`src/rtl/mult_error_accum.sv`:
```
// Error-metric accumulator for approximate multiplier characterisation.
// Compares approximate and exact products and reports the sum, maximum and count of errors over a run.
module mult_error_accum #(
    parameter int N_SAMPLES = 256,
    parameter int PROD_W    = 32,
    parameter int ACC_W     = 48,
    parameter int CNT_W     = 16
) (
    input  logic                i_clk,
    input  logic                i_rst,
    input  logic                i_start,
    input  logic                i_valid,
    input  logic [PROD_W-1:0]   i_approx,
    input  logic [PROD_W-1:0]   i_exact,
    output logic                o_ready,
    output logic                o_busy,
    output logic                o_done,
    output logic [ACC_W-1:0]    o_sum_ed,
    output logic [PROD_W:0]     o_max_ed,
    output logic [CNT_W-1:0]    o_err_cnt
);

    typedef enum logic [1:0] {
        IDLE,
        RUN,
        DRAIN
    } state_t;

    localparam logic [CNT_W-1:0] LAST_CNT = CNT_W'(N_SAMPLES);

    state_t             state;
    state_t             state_next;
    logic [CNT_W-1:0]   sample_cnt;
    logic [CNT_W-1:0]   sample_cnt_next;
    logic               drain_cnt;
    logic               drain_cnt_next;
    logic               done_next;
    logic               clear;
    logic               accept;

    logic [PROD_W:0]    diff;
    logic [PROD_W:0]    ed;
    logic               s1_valid;
    logic [PROD_W:0]    s1_ed;
    logic               s1_nz;

    logic [ACC_W:0]     sum_wide;
    logic [ACC_W-1:0]   sum_sat;

    // Control state and the registered done pulse.
    always_ff @(posedge i_clk or posedge i_rst) begin
        if (i_rst) begin
            state      <= IDLE;
            sample_cnt <= '0;
            drain_cnt  <= 1'b0;
            o_done     <= 1'b0;
        end else begin
            state      <= state_next;
            sample_cnt <= sample_cnt_next;
            drain_cnt  <= drain_cnt_next;
            o_done     <= done_next;
        end
    end

    always_comb begin
        state_next      = state;
        sample_cnt_next = sample_cnt;
        drain_cnt_next  = drain_cnt;
        done_next       = 1'b0;
        clear           = 1'b0;
        o_ready         = 1'b0;
        o_busy          = 1'b0;
        case (state)
            IDLE: begin
                if (i_start) begin
                    state_next      = RUN;
                    sample_cnt_next = '0;
                    clear           = 1'b1;
                end
            end
            RUN: begin
                o_ready = 1'b1;
                o_busy  = 1'b1;
                if (i_valid) begin
                    sample_cnt_next = sample_cnt + CNT_W'(1);
                    if (sample_cnt + CNT_W'(1) == LAST_CNT) begin
                        state_next     = DRAIN;
                        drain_cnt_next = 1'b0;
                    end
                end
            end
            DRAIN: begin
                o_busy = 1'b1;
                // Two cycles let the last sample pass S1 and S2 before done.
                if (drain_cnt) begin
                    state_next = IDLE;
                    done_next  = 1'b1;
                end else begin
                    drain_cnt_next = 1'b1;
                end
            end
            default: begin
                state_next = IDLE;
            end
        endcase
    end

    assign accept = i_valid & o_ready;

    // One extra bit keeps the signed difference exact for any operand pair.
    assign diff = {i_approx[PROD_W-1], i_approx} - {i_exact[PROD_W-1], i_exact};
    assign ed   = diff[PROD_W] ? (~diff + (PROD_W+1)'(1)) : diff;

    always_ff @(posedge i_clk or posedge i_rst) begin
        if (i_rst) begin
            s1_valid <= 1'b0;
            s1_ed    <= '0;
            s1_nz    <= 1'b0;
        end else begin
            s1_valid <= accept;
            s1_ed    <= ed;
            s1_nz    <= |diff;
        end
    end

    // Once the sum reaches all-ones it stays there, since ed is never negative.
    assign sum_wide = {1'b0, o_sum_ed} + (ACC_W+1)'(s1_ed);
    assign sum_sat  = sum_wide[ACC_W] ? '1 : sum_wide[ACC_W-1:0];

    always_ff @(posedge i_clk or posedge i_rst) begin
        if (i_rst) begin
            o_sum_ed  <= '0;
            o_max_ed  <= '0;
            o_err_cnt <= '0;
        end else if (clear) begin
            o_sum_ed  <= '0;
            o_max_ed  <= '0;
            o_err_cnt <= '0;
        end else if (s1_valid) begin
            o_sum_ed  <= sum_sat;
            o_err_cnt <= o_err_cnt + CNT_W'(s1_nz);
            if (s1_ed > o_max_ed) begin
                o_max_ed <= s1_ed;
            end
        end
    end

endmodule
```
`config.mk`:
```
export PLATFORM = sky130hd
export DESIGN_NAME = mult_error_accum
export DESIGN_NICKNAME = d
export VERILOG_FILES = /design/src/rtl/mult_error_accum.sv
export SDC_FILE = /design/constraint.sdc
export NUM_CORES = 1
export LEC_CHECK = 0
export BUFFER_PORTS_ARGS = -buffer_cell sky130_fd_sc_hd__buf_2
export CAP_MARGIN = 20
export CORE_MARGIN = 4
export CORE_UTILIZATION = 40
export CTS_CLUSTER_DIAMETER = 30
export DETAILED_ROUTE_END_ITERATION = 16
export SYNTH_ARGS = -nofsm -noshare
export SYNTH_HDL_FRONTEND = slang
export SYNTH_SLANG_ARGS = --single-unit
```
`constraint.sdc`:
```
create_clock -name i_clk -period 7.65 [get_ports i_clk]
set_input_delay 1.9125 -clock i_clk [delete_from_list [all_inputs] [get_ports i_clk]]
set_output_delay 1.9125 -clock i_clk [all_outputs]
set_load 0.1 [all_outputs]
```
==> results of run 1 <==
cells in the mapped netlist, types with 3 or more instances:
cell type	count
a211oi_1	11
a21boi_0	3
a21o_1	45
a21oi_1	94
a311oi_1	7
a31o_2	4
a31oi_1	44
and2_1	16
and3_1	32
and4_1	10
buf_1	7
buf_2	5
buf_6	3
clkbuf_1	54
dfrtp_1	152
ha_1	107
inv_1	100
mux2i_1	4
nand2_1	73
nand2b_1	5
nand3_1	78
nand4_1	27
nor2_1	85
nor2b_1	16
nor3_1	17
nor4_1	8
o211a_1	3
o211ai_1	9
o21a_1	16
o21ai_0	109
o21ai_1	3
o21ai_2	3
o21bai_1	5
o221ai_1	4
o31ai_1	43
o41ai_1	3
or2_2	4
or3_1	3
or4_1	4
xnor2_1	49
xor2_1	47
through the flow:
stage	setup WS (ns)	total power (W)	hold WS [ns]
floorplan	1.64	0.00385	0.471
global placement	2.48	0.00446	0.488
detailed placement	2.40	0.00449	0.504
CTS	2.85	0.00537	0.523
global route	2.54	0.00573	0.539
finish	2.79	0.00534	0.517
path summary, 6_finish.rpt:
path	endpoint	slack [ns]	depth (start not counted)
setup / recovery	s1_nz$_DFF_PP0_	2.79	13
hold / removal	o_done$_DFF_PP0_	0.52	1
setup reg to reg	o_sum_ed[39]$_DFFE_PP0P_	3.85	13
hold reg to reg	o_done$_DFF_PP0_	0.52	1
max in group asynchronous	s1_ed[9]$_DFF_PP0_	4.66	3
min in group asynchronous	sample_cnt[15]$_DFFE_PP0P_	1.65	2
final cells by class:
type | instances | area [um2]
clock buffers | 18 | 439
well taps | 384 | 480
multi-input cells | 1054 | 7350
fillers | 2835 | 15400
repair buffers | 173 | 881
flip-flops and latches | 152 | 3800
clock inverters | 14 | 159
inverters | 100 | 380
power groups by stage:
stage	clock network [W]	logic, W	registers [W]
after detailed placement	0	0.00326	0.00123
after global routing	0.000913	0.00358	0.00124
after global placement	0	0.00324	0.00122
final	0.000858	0.00328	0.00121
after floorplan	0	0.00176	0.00209
after CTS	0.000879	0.00328	0.00121
registers in the layout (all words and copies together) (netlist names):
register	count
o_err_cnt	16
state	2
drain_cnt	1
o_sum_ed	48
o_done	1
s1_nz	1
s1_valid	1
s1_ed	33
o_max_ed	33
sample_cnt	16
kinds of logic (layout without fill, tap and decap cells):
family          count (synthesis)  count (layout)  synth area share
compound gates                446             446             0.251
simple gates                  396             396             0.175
buf+inv                       171             305            0.0572
flops                         152             152             0.322
fa+ha+maj                     109             109             0.117
xor+xnor                       97              97            0.0726
mux                             6               6           0.00530
layer usage:
metal,global-route usage,vias up
li1,-,5280
met1,0.241,4853
met2,0.319,207
met3,0.0333,33
met4,0.0558,0
met5,0,-
worst reg2reg max path, delay by kind of cell (launching register included):
kind | cells | cell delay [ns]
simple gates | 2 | 0.38
compound gates | 8 | 1.91
fa+ha+maj | 2 | 0.64
buf+inv | 1 | 0.32
flops | 1 | 0.41
==> qor.yml, run 1 <==
layout:
  fin_util: 0.466
  drive_gt1_frac: 0.167
  diodes: 0
  fin_cells: 1895
  layout_common_cells: "167 x buf_2, 151 x dfrtp_1, 108 x o21ai_0, 107 x ha_1, 99 x inv_1"
  final_area_um2: 13500
  nets: 1675
  synthToLayoutAreaGrowth_pct: 14.3
  final_common_cell: "buf_2"
routing:
  wirelength_um: 30600
  dr.max_layer_used: "met4"
  antenna_left: 0
  drtIter0Drc: 496
  routedWlPerCell_um: 16.1
  firstDrtPassIters: 5
  drc: 0
  vias: 10400
  viasPerCell: 5.47
  wl_met1_um: 14100
  route.met2.wl_um: 14500
  wl_met3_um: 1390
clocking:
  cts_setup_buffers: 0
  numCtsBuffers: 17
  clock_path_buffers: 2
  cts_resized: 0
  clkSinkCount: 152
  clock_latency_ns: 0.43
  cts.clk_slew.worst_paths_ns: 0.07
  cts_tree: "done"
  hold_buffers: 0
  root_buffer: "clkbuf_16"
  htreeDepth: 4
grt:
  first_global_vias: 10200
  grt.total_usage: 0.186
  grt_overflow: 0
  antenna_found_initial: 0
  grt_max_degree: 89
  grt_pass1_wl_um: 51200
die:
  io_pins: 168
  die_h_um: 180
  die_w_um: 180
  coreArea_um2: 28900
  fp-row-count: 62
  start_util: 0.408
  die-area_um2: 32300
logic_synthesis:
  synth_area_um2: 11800
  ys_async_sr_fraction: 1.00
  avgSynthCellArea_um2: 8.58
  synthFlopType: "dfrtp_1"
  synthCells: 1377
  yosysUniqueCellTypes: 92
  synth-seq-cells: 152
  synth_seq_area_share: 0.322
  synth_fp_nets: 1554
  synth_top_area_frac: 0.322
  yosysWarningCount: 0
  synth_area_leaders: "dfrtp_1 32%, ha_1 11%, o21ai_0 4.6%, a21oi_1 4.0%, xnor2_1 3.6%"
  synth_edf_count: 0
  yosys.area.top_type: "dfrtp_1"
sta:
  period_share: 0.635
  maxSlewHeadroom: 0.338
  max_freq_mhz: 206
  setup_viol: 0
  fin_skew_ns: 0.0137
  worst_pin_slew_ns: 0.986
  grt_setup_unrepaired: "no"
  hold_violations: 0
  period_needed_ns: 4.86
  maxSlewViolCount: 0
  setup_tns_ns: 0
placed_design:
  dp_hpwl_um: 23000
  placed_cell_area_um2: 12900
  gp_congestion: 0.879
  portBuffers: 167
  dpl.cell_count: 1863
critical_path:
  cpMaxStageDelayCell: "o21ai_0"
  crit_buf_inv: 2
  required_ns: 7.94
  critPathCaptureType: "register"
  crit_chain: "buf_2 > inv_1 > ha_1 > a21oi_1 > o21ai_0 > nand2_1 > o211ai_1 > nand3_1 > nor4_2 > nand4b_1 > nor4_4 > nand2_2 > or4_1"
  cp_top_family: "simple AND/OR/NAND/NOR gates"
  startpoint_type: "input port"
  crit_arrival_ns: 5.15
  setup.worst_path.start: "i_exact[9]"
  critPathMaxFanout: 12
  r2r-start: "s1_ed[0]$_DFF_PP0_"
  max_stage_delay_ns: 0.49
  crit_type: "in -> reg"
power:
  ir_drop_mv: 0.289
  leakagePower_nw: 6.39
  p_int_w: 0.00246
  p_sw_w: 0.00288
  switching_share: 0.539
  pwr-share-clk: 0.160
  pwr-share-seq: 0.226
  combPwrFrac: 0.613
  powerDensity_nw_per_um2: 396
run:
  cap_viol_max_count: 0
min_path:
  min_path_type: "reg -> reg"
  min_from: "drain_cnt$_DFFE_PP0P_"
status:
  status: "complete, no violations"
(Power assumes the default switching activity.)
==> inputs of run 2 (changes only) <==
--- a/config.mk
+++ b/config.mk
@@ -5,6 +5,7 @@
 export SDC_FILE = /design/constraint.sdc
 export NUM_CORES = 1
 export LEC_CHECK = 0
+export ABC_AREA = 1
 export BUFFER_PORTS_ARGS = -buffer_cell sky130_fd_sc_hd__buf_2
 export CAP_MARGIN = 20
 export CORE_MARGIN = 4
==> constraint.sdc (replaced) <==
create_clock -name i_clk -period 4.9 [get_ports i_clk]
set_input_delay 1.225 -clock i_clk [delete_from_list [all_inputs] [get_ports i_clk]]
set_output_delay 1.225 -clock i_clk [all_outputs]
set_load 0.1 [all_outputs]
==> qor.yml, run 2 <==
sta:
  setup_tns_ns: 0  # unchanged
  hold_violations: 0  # unchanged
  grt_setup_unrepaired: "no"
  maxSlewViolCount: 0  # unchanged
  period_share: 0.705
  setup_viol: 0  # unchanged
  fin_skew_ns: 0.0136  # -0.0000798 ns
  period_needed_ns: 3.46
  max_freq_mhz: 289
  worst_pin_slew_ns: 0.961  # -0.0253 ns
  maxSlewHeadroom: 0.359  # +0.0206
  holdWs_ns: 0.460  # -0.0567 ns
power:
  leakagePower_nw: 8.58  # +34%
  ir_drop_mv: 0.434  # +50%
  powerDensity_nw_per_um2: 512  # +29%
logic_synthesis:
  synth_top_area_frac: 0.280  # -0.0422
  synth_seq_area_share: 0.280  # -0.0422
  synth_area_um2: 13600  # +15%
  synthFlopType: "dfrtp_1"
  synth_fp_nets: 2283  # +47%
  synth-seq-cells: 152  # unchanged
  synth_area_leaders: "dfrtp_1 28%, nand2_1 18%, ha_1 9.8%, inv_1 9.2%, nand3_1 5.9%"
  avgSynthCellArea_um2: 6.45  # -25%
  yosysMostFrequentCell: "nand2_1"
  yosysWarningCount: 0  # unchanged
  yosys.area.top_type: "dfrtp_1"
  yosysUniqueCellTypes: 47  # -49%
  synth.top_cells.by_count: "649 x nand2_1, 332 x inv_1, 167 x nor2_1, 160 x nand3_1, 152 x dfrtp_1"
  synth_edf_count: 0  # unchanged
  synthCells: 2106  # +53%
  ys_async_sr_fraction: 1.00  # unchanged
grt:
  grt.met3_usage: 0.0317  # -0.00169
  met1_usage: 0.286  # +0.0456
  grt_pass1_wl_um: 67400  # +32%
  grt_use_met2: 0.404  # +0.0853
  grt.total_usage: 0.227  # +0.0412
  grt_overflow: 0  # unchanged
  antenna_found_initial: 0  # unchanged
  first_global_vias: 13300  # +30%
  grt_max_degree: 90  # +1.1%
  busiest_layer: "met2"
clocking:
  cts.clk_slew.worst_paths_ns: 0.07  # about the same
  numCtsBuffers: 17  # unchanged
  clock_path_buffers: 2  # unchanged
  hold_buffers: 0  # unchanged
  cts_resized: 0  # unchanged
  clkSinkCount: 152  # unchanged
  htreeDepth: 4  # unchanged
  clock_latency_ns: 0.44  # about the same
  root_buffer: "clkbuf_16"
  cts_tree: "done"
  cts_setup_buffers: 0  # unchanged
critical_path:
  critPathMaxFanout: 29  # +17
  crit_chain: "buf_2 > inv_1 > ha_1 > fa_1 > inv_1 > nand3_1 > nand2_2 > nand2_1 > nand2_2 > nand2_1 > nand2_1 > nand3_1 > nand2_1 > nand2_1 > nand2_2 > inv_2 > a21oi_2 > xor2_1 > inv_1"
  startpoint_type: "input port"
  regToRegSetupSlack_ns: 1.51  # -2.34 ns
  max_stage_delay_ns: 0.43  # -0.06 ns
  cpMaxStageDelayCell: "nand2_2"
  required_ns: 5.23  # -2.71 ns
  cp_top_family: "simple AND/OR/NAND/NOR gates"
  crit_arrival_ns: 3.79  # -1.36 ns
  crit_buf_inv: 5  # +3
  crit_type: "in -> reg"
  critPathCaptureType: "register"
  cpMostUsedCell: "nand2_1"
placed_design:
  portBuffers: 167  # unchanged
  gp_congestion: 0.946  # +7.6%
  dp_hpwl_um: 34300  # +50%
routing:
  firstDrtPassIters: 6  # +1
  routedWlPerCell_um: 15.3  # -4.9%
  viasPerCell: 5.00  # -8.7%
  drtIter0Drc: 676  # +36%
  wirelength_um: 41800  # +37%
  antenna_left: 0  # unchanged
  drc: 0  # unchanged
  vias: 13600  # +31%
layout:
  largest_reg_flops: 48  # unchanged
  nFillCells: 3578  # +26%
  diodes: 0  # unchanged
  layout_common_cells: "648 x nand2_1, 331 x inv_1, 167 x buf_2, 165 x nor2_1, 160 x nand3_1"
  final_common_cell: "nand2_1"
  top_regs: "o_sum_ed: 48 flops, o_max_ed: 33 flops, s1_ed: 33 flops"
  synthToLayoutAreaGrowth_pct: 14.3  # about the same
  drive_gt1_frac: 0.126  # -0.0412
  largest-register: "o_sum_ed"
  nets: 2441  # +46%
die:
  io_pins: 168  # unchanged
  start_util: 0.405  # -0.00283
  fp-row-count: 67  # +8.1%
  die_w_um: 192  # +7.0%
  coreArea_um2: 33500  # +16%
  die_h_um: 192  # +7.0%
  die-area_um2: 37000  # +14%
status:
  status: "complete, no violations"
min_path:
  min_path_type: "reg -> reg"
run:
  cap_viol_max_count: 0  # unchanged
[run 2: cell types whose count changed in the layout (fill, tap and decap cells not counted), sizes merged, moves of 38 or more]
cell,delta
o31ai,-43
a21o,-41
a31oi,-38
nand3,+90
nand2,+605
inv,+242
nor2,+99
[run 2: cells by family after synthesis]
| logic type | count (synthesis) | share of synthesized area |
|---|---|---|
| simple gates | 1144 | 0.367 |
| buf+inv | 382 | 0.108 |
| xor+xnor | 60 | 0.0387 |
| fa+ha+maj | 109 | 0.101 |
| flops | 152 | 0.280 |
| compound gates | 259 | 0.105 |
[run 2: area by class of cell]
type,instances,area (um2),share of cell area
tap,448,561,0.0361
sequential,152,3800,0.245
inverter,345,1300,0.0836
clock inverter,15,179,0.0115
clock buffer,17,425,0.0274
multi-input combinational,1572,8330,0.536
timing repair buffer,176,936,0.0603
[run 2: worst paths after layout]
check,cells after the start,to,startpoint
max,19,s1_ed[11]$_DFF_PP0_,i_approx[0]
min,1,o_err_cnt[15]$_DFFE_PP0P_,o_err_cnt[15]$_DFFE_PP0P_
max reg2reg,12,o_sum_ed[27]$_DFFE_PP0P_,o_sum_ed[21]$_DFFE_PP0P_
min reg2reg,1,o_err_cnt[15]$_DFFE_PP0P_,o_err_cnt[15]$_DFFE_PP0P_
max in group asynchronous,3,s1_ed[26]$_DFF_PP0_,i_rst
min in group asynchronous,2,o_err_cnt[13]$_DFFE_PP0P_,i_rst
[run 2: layer usage]
metal	vias to the layer above	wire length, um
li1	7084	-
met2	282	20400
met4	0	1110
met3	53	1710
met1	6207	18500
met5	-	0
[run 2: per-stage QoR]
| stage | instance area, um2 | setup WS, ns | total power (W) | utilization | instances |
|---|---|---|---|---|---|
| floorplan | 13600 | 1.53 | 0.00547 | - | 2106 |
| global placement | 14900 | 1.00 | 0.00654 | 0.444 | 2692 |
| detailed placement | 14900 | 0.973 | 0.00660 | 0.445 | 2693 |
| CTS | 15500 | 1.44 | 0.00800 | 0.463 | 2725 |
| global route | 15500 | 1.07 | 0.00854 | 0.463 | 2725 |
| finish | 15500 | 1.44 | 0.00795 | 0.463 | 2725 |
[run 2: power by group]
part	switching (W)	leakage, nW	total, W	internal (W)
registers	0.000349	2.01	0.00189	0.00154
clock network	0.000601	0.297	0.00137	0.000773
logic	0.00352	6.28	0.00468	0.00116
total	0.00447	8.58	0.00795	0.00347
==> inputs of run 3 (changes only) <==
--- a/config.mk
+++ b/config.mk
@@ -5,7 +5,7 @@
 export SDC_FILE = /design/constraint.sdc
 export NUM_CORES = 1
 export LEC_CHECK = 0
-export ABC_AREA = 1
+export ABC_AREA = 0
 export BUFFER_PORTS_ARGS = -buffer_cell sky130_fd_sc_hd__buf_2
 export CAP_MARGIN = 20
 export CORE_MARGIN = 4
==> constraint.sdc (replaced) <==
create_clock -name i_clk -period 3.01 [get_ports i_clk]
set_input_delay 0.7525 -clock i_clk [delete_from_list [all_inputs] [get_ports i_clk]]
set_output_delay 0.7525 -clock i_clk [all_outputs]
set_load 0.1 [all_outputs]
==> qor.yml, run 3 (synthesized netlist as in run 1, its figures left out) <==
status:
  status: "finished with violations"
  violations: "setup timing"
routing:
  routedWlPerCell_um: 15.9  # +3.3%
  drc: 0  # unchanged
  wirelength_um: 35100  # -16%
  antenna_left: 0  # unchanged
  viasPerCell: 5.34  # +6.8%
  vias: 11800  # -13%
  firstDrtPassIters: 5  # -1
  drtIter0Drc: 625  # -7.5%
layout:
  top_regs: "o_sum_ed: 48 flops, o_max_ed: 33 flops, s1_ed: 33 flops"
  drive_gt1_frac: 0.391  # +0.265
  final_common_cell: "buf_4"
  diodes: 0  # unchanged
  layout_common_cells: "298 x buf_4, 165 x buf_2, 119 x dfrtp_1, 98 x o21ai_0, 96 x inv_1"
  synthToLayoutAreaGrowth_pct: 43.5
  final_area_um2: 16900  # +9.1%
  nets: 1994  # -18%
  largest-register: "o_sum_ed"
  largest_reg_flops: 48  # unchanged
sta:
  grt_setup_unrepaired: "yes"
  worst_pin_slew_ns: 1.16  # +0.202 ns
  hold_violations: 0  # unchanged
  setup_viol: 19  # +19
  setup_tns_ns: -3.23  # -3.23 ns
  maxSlewHeadroom: 0.219  # -0.139
  max_freq_mhz: 299
  period_needed_ns: 3.35
  fin_skew_ns: 0.00996  # -0.00367 ns
  period_share: 1.11
  maxSlewViolCount: 0  # unchanged
  finalWorstSetupSlack_ns: -0.340  # -1.78 ns
critical_path:
  required_ns: 3.32  # -1.91 ns
  critPathCaptureType: "register"
  rr_worst_depth: 13  # +1
  cpMaxStageDelayCell: "or4_1"
  critPathMaxFanout: 8  # -72%
  crit_chain: "buf_8 > inv_12 > ha_4 > fa_2 > and2b_1 > o31a_4 > o211a_1 > a311oi_2 > o21ai_2 > nor2_2 > nand4b_1 > nor4_4 > nand2_2 > or4_1"
  crit_type: "in -> reg"
  startpoint_type: "input port"
  max_stage_delay_ns: 0.40  # -0.03 ns
  crit_arrival_ns: 3.66  # -0.13 ns
  worst-path-stages: 14  # -5
  crit_buf_inv: 2  # -3
  cp_top_family: "simple AND/OR/NAND/NOR gates"
  regToRegSetupSlack_ns: -0.02  # -1.53 ns
placed_design:
  portBuffers: 167  # unchanged
  placed_cell_area_um2: 15400  # +3.5%
  dp_hpwl_um: 26800  # -22%
  place_ws_ns: -0.888  # -1.86 ns
  gp_congestion: 0.888  # -6.1%
clocking:
  root_buffer: "clkbuf_16"
  clock_latency_ns: 0.44  # about the same
  cts_tree: "done"
  numCtsBuffers: 17  # unchanged
  htreeDepth: 4  # unchanged
  hold_buffers: 0  # unchanged
  cts.clk_slew.worst_paths_ns: 0.06  # about the same
  clock_path_buffers: 2  # unchanged
  clkSinkCount: 152  # unchanged
power:
  leakagePower_nw: 8.08  # -5.9%
  ir_drop_mv: 0.537  # +24%
  powerDensity_nw_per_um2: 944  # +85%
grt:
  antenna_found_initial: 1  # +1
  grt_overflow: 0  # unchanged
  first_global_vias: 11600  # -12%
  grt_max_degree: 49  # -46%
  grt.total_usage: 0.210  # -0.0176
  grt_pass1_wl_um: 57300  # -15%
die:
  fp-row-count: 62  # -7.5%
  start_util: 0.408  # +0.00283
  die_w_um: 180  # -6.5%
  io_pins: 168  # unchanged
  coreArea_um2: 28900  # -14%
  die_h_um: 180  # -6.5%
  die-area_um2: 32300  # -13%
min_path:
  min_path_type: "in -> async"
run:
  cap_viol_max_count: 0  # unchanged
## run 3: changes by cell type in the layout (fill, tap and decap cells not counted), moves of 20 or more
cell,previous run,this run
and3_1,5,25
inv_1,331,96
a31oi_1,8,36
buf_4,7,298
o31ai_1,0,42
nand2_2,29,4
nand2_1,648,69
a21o_1,6,44
xnor2_1,12,45
dfrtp_1,152,119
nand3_1,160,75
nand4_1,64,27
nor2_1,165,73
dfrtp_2,0,33
## run 3: cell type report
| type | count | area (um2) |
|---|---|---|
| sequential | 152 | 3840 |
| multi-input combinational | 1058 | 8200 |
| timing repair buffer | 488 | 3430 |
| clock inverter | 9 | 91.3 |
| clock buffer | 22 | 484 |
| inverter | 100 | 417 |
| tap | 384 | 480 |
| fill | 2560 | 12000 |
## run 3: timing repair
item,CTS,global route
pin swaps,35,42
setup endpoints to repair,78,109
setup buffers,23,20
resized for setup,50,80
gates cloned,2,2
## run 3: per-layer routing
metal	track usage	vias to the layer above	routed length, um
met5	0	-	13
met4	0.0707	2	1040
met3	0.0325	62	1670
met2	0.347	288	16300
met1	0.282	5531	16000
li1	-	5931	-
## run 3: worst paths after layout
check,from,to
min reg2reg,o_sum_ed[38]$_DFFE_PP0P_,o_sum_ed[38]$_DFFE_PP0P_
min in group i_clk,o_sum_ed[38]$_DFFE_PP0P_,o_sum_ed[38]$_DFFE_PP0P_
max reg2reg,s1_ed[0]$_DFF_PP0_,o_sum_ed[47]$_DFFE_PP0P_
min,i_rst,o_err_cnt[4]$_DFFE_PP0P_
max in group asynchronous,i_rst,s1_valid$_DFF_PP0_
max,i_approx[0],s1_nz$_DFF_PP0_
## run 3: worst reg2reg max path, cell delays in order (launching register included)
cell,delay [ns]
dfrtp_2,0.44
ha_4,0.17
fa_2,0.33
a21o_1,0.17
a21oi_2,0.14
o211ai_1,0.17
a211oi_2,0.33
o41ai_2,0.12
a41o_1,0.23
a21o_4,0.28
and2_4,0.20
buf_6,0.12
nor2_4,0.08
a311oi_1,0.09
## run 3: power breakdown
group          switching [W]  internal (W)
registers           0.000520       0.00259
logic                0.00666       0.00411
clock network       0.000888       0.00123
total                0.00807       0.00793
## run 3: metrics by stage
stage,util,hold slack [ns],total power [W],std cells
after floorplan,-,0.471,0.00996,1377
final,0.586,0.485,0.0160,2213
after global placement,0.534,0.479,0.0130,2140
after global routing,0.586,0.540,0.0171,2213
after CTS,0.569,0.501,0.0157,2195
after detailed placement,0.534,0.497,0.0131,2140
